## src/rtl/bitslice_expander.sv

```systemverilog
// bitslice_expander: expands a count k into a thermometer-coded slice,
// one bit per cycle, with the bit stream also exposed serially.
module bitslice_expander #(
  parameter int BITSIZE     = 10,
  parameter int COUNTERSIZE = 4
) (
  input  logic                   clk,
  input  logic                   rst_n,
  input  logic                   in_valid,
  output logic                   in_ready,
  input  logic [COUNTERSIZE-1:0] in_count,
  output logic                   out_valid,
  input  logic                   out_ready,
  output logic [BITSIZE-1:0]     bitslice,
  output logic                   ser_valid,
  output logic                   ser_bit,
  output logic                   saturated
);

  localparam int KW = $clog2(BITSIZE + 1);
  localparam int IW = $clog2(BITSIZE);

  if (BITSIZE < 2) begin : g_bad_bitsize
    $error("bitslice_expander: BITSIZE must be >= 2");
  end

  if (COUNTERSIZE < KW) begin : g_bad_countersize
    $error("bitslice_expander: COUNTERSIZE too narrow for BITSIZE");
  end

  localparam logic [COUNTERSIZE-1:0] MAXC = COUNTERSIZE'(BITSIZE);
  localparam logic [KW-1:0]          MAXK = KW'(BITSIZE);
  localparam logic [IW-1:0]          LAST = IW'(BITSIZE - 1);

  typedef enum logic [1:0] {
    IDLE = 2'd0,
    FILL = 2'd1,
    DONE = 2'd2
  } state_e;

  state_e               state_q, state_d;
  logic [KW-1:0]        kreg_q, kreg_d;
  logic [IW-1:0]        idx_q, idx_d;
  logic [BITSIZE-1:0]   slice_q, slice_d;
  logic                 sat_q, sat_d;

  logic                 over;
  logic                 fill_bit;

  assign over     = in_count > MAXC;
  assign fill_bit = KW'(idx_q) < kreg_q;

  // State and datapath registers; reset aborts any in-flight fill.
  always_ff @(posedge clk or negedge rst_n) begin
    if (!rst_n) begin
      state_q <= IDLE;
      kreg_q  <= '0;
      idx_q   <= '0;
      slice_q <= '0;
      sat_q   <= 1'b0;
    end else begin
      state_q <= state_d;
      kreg_q  <= kreg_d;
      idx_q   <= idx_d;
      slice_q <= slice_d;
      sat_q   <= sat_d;
    end
  end

  // Next-state: accept in IDLE, write one bit per FILL cycle, hold in DONE.
  always_comb begin
    state_d = state_q;
    kreg_d  = kreg_q;
    idx_d   = idx_q;
    slice_d = slice_q;
    sat_d   = sat_q;
    unique case (state_q)
      IDLE: begin
        if (in_valid) begin
          kreg_d  = over ? MAXK : in_count[KW-1:0];
          sat_d   = over;
          slice_d = '0;
          idx_d   = '0;
          state_d = FILL;
        end
      end
      FILL: begin
        for (int i = 0; i < BITSIZE; i++) begin
          if (idx_q == IW'(i)) begin
            slice_d[i] = fill_bit;
          end
        end
        if (idx_q == LAST) begin
          state_d = DONE;
        end else begin
          idx_d = idx_q + IW'(1);
        end
      end
      DONE: begin
        if (out_ready) begin
          state_d = IDLE;
        end
      end
      default: begin
        state_d = IDLE;
      end
    endcase
  end

  assign in_ready  = state_q == IDLE;
  assign out_valid = state_q == DONE;
  assign ser_valid = state_q == FILL;
  assign ser_bit   = ser_valid & fill_bit;
  assign bitslice  = slice_q;
  assign saturated = sat_q;

endmodule

```

## config.mk

```make
export PLATFORM = sky130hd
export DESIGN_NAME = bitslice_expander
export DESIGN_NICKNAME = d
export VERILOG_FILES = /design/src/rtl/bitslice_expander.sv
export SDC_FILE = /design/constraint.sdc
export NUM_CORES = 1
export LEC_CHECK = 0
export CORE_ASPECT_RATIO = 0.75
export CORE_MARGIN = 2
export CORE_UTILIZATION = 43
export CTS_CLUSTER_DIAMETER = 120
export DETAILED_ROUTE_END_ITERATION = 6
export PLACE_DENSITY = 0.67
export SLEW_MARGIN = 20
export SYNTH_ARGS = -nofsm -noshare
export SYNTH_HDL_FRONTEND = slang
export SYNTH_SLANG_ARGS = --single-unit
```

## constraint.sdc

```tcl
create_clock -name clk -period 2.2 [get_ports clk]
set_input_delay 0.22 -clock clk [delete_from_list [all_inputs] [get_ports clk]]
set_output_delay 0.22 -clock clk [all_outputs]
set_load 0.005 [all_outputs]
```

# Word level (Yosys, flattened, before mapping)
# Index checks and enable logic that the tools add are counted.
# op_classes
n_mux	20
reduce_logical	16
magnitude_cmp	2
add_sub_neg	1
bitwise_logic	1
n_eq_ne	24
# ops
op	count
$reduce_and A3 Y1	12
$ne A2 B1 Y1 const B	11
$pmux W10 S2	1
$eq A4 B3 Y1 const B	4
$mux W4	3
$mux W1	10
$mux W10	1
$eq A4 B2 Y1 const B	2
$eq A4 B4 Y1 const B	2
$pmux W4 S2	1
$mux W2	3
$pmux W2 S3	1
$add A4 B1 Y4 const B	1
$eq A4 B1 Y1 const B	1
$gt A4 B4 Y1 const B	1
$logic_not A4 Y1	1
$lt A4 B4 Y1	1
$ne A2 B2 Y1 const B	2
$eq A2 B1 Y1 const B	1
$eq A2 B2 Y1 const B	1
$logic_not A2 Y1	1
$reduce_and A2 Y1	1
$reduce_bool A2 Y1	1
$and A1 B1 Y1	1
# totals
inputBits	8
register_bits	21
elab_cells	78

# Logic depth before layout (Yosys ltp)
# logic_depth
word_depth	3
mapped_depth	6

# Worst setup path after synthesis
# No wires, ideal clock.
# synth_timing
path_kind	reg-to-reg
startpoint	register idx_q[1]
endpoint	register slice_q[5] (netlist: bitslice[5])
synth_period_minus_slack_ns	1.508
n_path_buf	1
t_arrival_ns	1.397
path_stages_with_launch	6
setup_ns	0.110
path_slack_ns	0.692
cell_sequence	dfrtp_1 ha_1 o211ai_1 a21oi_1 clkbuf_1 o41ai_1
# synth_between
elab_chain_cells	3
elab_cells_between_ends	6
# synth_lines
item	line_no	source
start: declaration	43	logic [IW-1:0] idx_q, idx_d;
start signal: assignment	64	idx_q <= idx_d;
$lt A4 B4 Y1 or $eq A4 B3 Y1 (tied branches)	51, 89	
$mux W1 or $ne A2 B1 Y1 (tied branches)	n/a	
$pmux W10 S2 or $reduce_and A3 Y1 (tied branches)	n/a	
end signal: assignment	65	slice_q <= slice_d;
end: declaration	44	logic [BITSIZE-1:0] slice_q, slice_d;
# Parallel ways exist; a longest one is shown, timed or not. The select of a mux whose other input is x is not followed.
# A chain may end at the register's enable or synchronous reset.

# Worst setup path after layout
# layout_timing
startpoint	register state_q[1]
endpoint	output ser_valid
# layout_between
elab_chain_cells	1
# layout_lines
item	line_no	source
start: declaration	41	state_e state_q, state_d;
start signal: assignment	62	state_q <= state_d;
$eq A2 B1 Y1	112	assign ser_valid = state_q == FILL;
end: declaration	15	output logic ser_valid,
# No other way between the ends.

==> run summary <==
status - complete, no violations
unrepaired setup endpoints after global routing - false
Reg clk slew, reported paths - 120 ps
peak supply drop - 0.609 mV
Synth Flop Type - dfrtp_1
CTS Buf Count - 3
drt total wl - 2.65 mm
root buffer cell - clkbuf_4
Post-DP HPWL - 1.94 mm
DRC viols - 0
wire per inst - 14.6 µm
post-synth top area share - 0.449
core footprint - 2600 µm²
clk sinks - 21
Slew Limit Fails - 0
cts hold-fix bufs - 0
antenna violations before repair - 0
Rel. slew slack - 0.646
Iteration-0 DRC Markers - 41
Power Density - 1450 nW/µm²
Die Span Y - 49.2 µm
drt pass-1 iters - 4
critical path launch point type - flip-flop
leading area contributor after synthesis - dfrtp_1
busiest grt layer - met2
# IOs - 23
post-route design area - 1490 µm²
final setup fails - 0
critical path type - reg -> out
Final Wtd Congestion - 0.884
CP Data Arrival Time - 1710 ps
FMAX - 0.519 GHz
post-synth cell types - 32
gr ovfl total - 0
Syn Nets - 135
Max Clock Skew - 3.70 ps
Post-synth EDFFs - 0
clock latency at the later pin of the worst-skew pair - 300 ps
first-pass GRT wire length - 4.55 mm
min-delay worst type - in -> async
Synth Register Bits - 21
met2 Track Usage GR - 0.293
WP data required - 1980 ps
die footprint - 3160 µm²
CP Max Fanout - 12
Fin Setup TNS - 0 ps
vias in the first global route - 959
post-synthesis sequential area ratio - 0.449
post-synthesis cell count - 120
Final Hold Fails - 0
Cell Area, Synth - 1170 µm²
asr flop ratio synth - 1.00
Via density - 5.59
Area Growth Syn to Fin - 27.0%
H-tree level count - 1
Worst-Margin Slew - 531 ps
Cell Rows - 16
met1 Use GR - 0.260
final net count - 161
via count - 1,011
pin count of the biggest net entering global routing - 22
crit share post-route - 0.875
ranking of synthesized cells by area - dfrtp_1 45%, ha_1 7.5%, o211ai_1 6.4%
I/O Buffers - 22
die width - 64.3 µm
routing usage on met3 - 0.0531
ANT cells - 0
fin crit period - 1930 ps
Lkg Pwr - 0.630 nW
CTS tree - built
all-layer global routing usage - 0.186
share of cells above drive strength 1 - 0.124
antenna violation net count after detailed routing - 0
clock buffer depth - 2
initial core utilization - 0.450
Placed Area - 1430 µm²
syn avg cell area - 9.76 µm²
Synth warnings - 0
MaxCap Viol Count - 0
critical path endpoint category - output port
## metrics by stage
stage          setup WS [ps]  cells  power, mW  hold slack, ps  utilization
2_1_floorplan            692    120       1.40           -75.6            -
3_3_place_gp             317    175       1.89             492        0.551
3_5_place_dp             272    175       1.94             504        0.551
4_1_cts                 19.8    180       2.14             248        0.564
5_1_grt                  170    181       2.36             260        0.572
6_report                 274    181       2.16             242        0.572
## repair_timing
item,CTS,global route
endpoints found under the setup margin,1,1
buffers inserted,1,1
hold endpoints to repair,0,0
gates resized for setup,1,6
## cell families after synthesis
group	Yosys count	synth area share
AO/OA/AOI/OAI	39	0.221
adder cells (fa/ha/maj)	7	0.0748
buffers and inverters	20	0.0694
AND/OR/NAND/NOR	31	0.167
flip-flops	21	0.449
multiplexers	2	0.0192
## routing by layer
| layer | up-vias | share of wire |
|---|---|---|
| li1 | 493 | - |
| met1 | 496 | 0.50 |
| met2 | 20 | 0.46 |
| met3 | 2 | 0.034 |
| met4 | 0 | 0.0038 |
| met5 | - | 0 |
## Yosys cell counts, types with 2 or more instances
library cell,instances
mux2_2,2
a22o_1,2
buf_2,2
nor2b_1,2
nor2_1,6
clkbuf_1,3
nand4_1,4
inv_1,13
nand3_1,2
o21ai_0,8
a21oi_1,9
nand4b_1,3
or3b_1,2
o32ai_1,2
o211ai_1,10
nand2_1,5
o41ai_1,4
dfrtp_1,21
ha_1,7
## sequential cells by signal (all words and copies together), names as in the netlist
name / count
state_q: 2
saturated: 1
bitslice: 10
kreg_q: 4
idx_q: 4
## worst max-delay path, cell delays in order (launching register included)
cell and delay, ps:
dfrtp_2 500, nand2b_4 190, inv_1 180, clkdlybuf4s50_1 540
## report_power, final
part	switching, mW	internal (mW)
sequential	0.164	0.566
clock	0.118	0.0708
combinational	0.614	0.626
## layout by cell type (no fill, tap or decap), types with 2 or more instances in the layout
cell,count
a21oi_1,8
a22o_1,2
buf_4,6
clkbuf_4,3
clkdlybuf4s50_1,21
dfrtp_1,16
dfrtp_2,5
ha_1,7
inv_1,13
mux2_2,2
nand2_1,5
nand3_1,2
nand4_1,4
nand4b_1,3
nor2_1,6
nor2b_1,2
o211ai_1,10
o21ai_0,8
o32ai_1,2
o41ai_1,4
or3b_1,2
## worst paths after layout
path / startpoint / end / slack [ps] / cells after the start
setup / recovery: state_q[1]$_DFFE_PN0P_ / ser_valid / 270 / 3
hold / removal: rst_n / bitslice[1]$_DFFE_PN0P_ / 240 / 2
setup reg to reg: state_q[0]$_DFFE_PN0P_ / kreg_q[2]$_DFFE_PN0P_ / 440 / 3
hold reg to reg: kreg_q[3]$_DFFE_PN0P_ / kreg_q[3]$_DFFE_PN0P_ / 530 / 1
max in group asynchronous: rst_n / idx_q[3]$_DFFE_PN0P_ / 1730 / 2
min in group clk: in_count[0] / kreg_q[0]$_DFFE_PN0P_ / 500 / 3
## layout make-up
class / count / area (µm²)
timing repair buffer: 28 / 268
inverter: 13 / 48.8
multi-input combinational: 79 / 568
sequential: 21 / 532
fill: 252 / 1110
clock buffer: 4 / 26.3
tap: 36 / 45.0
(Power assumes the default switching activity.)
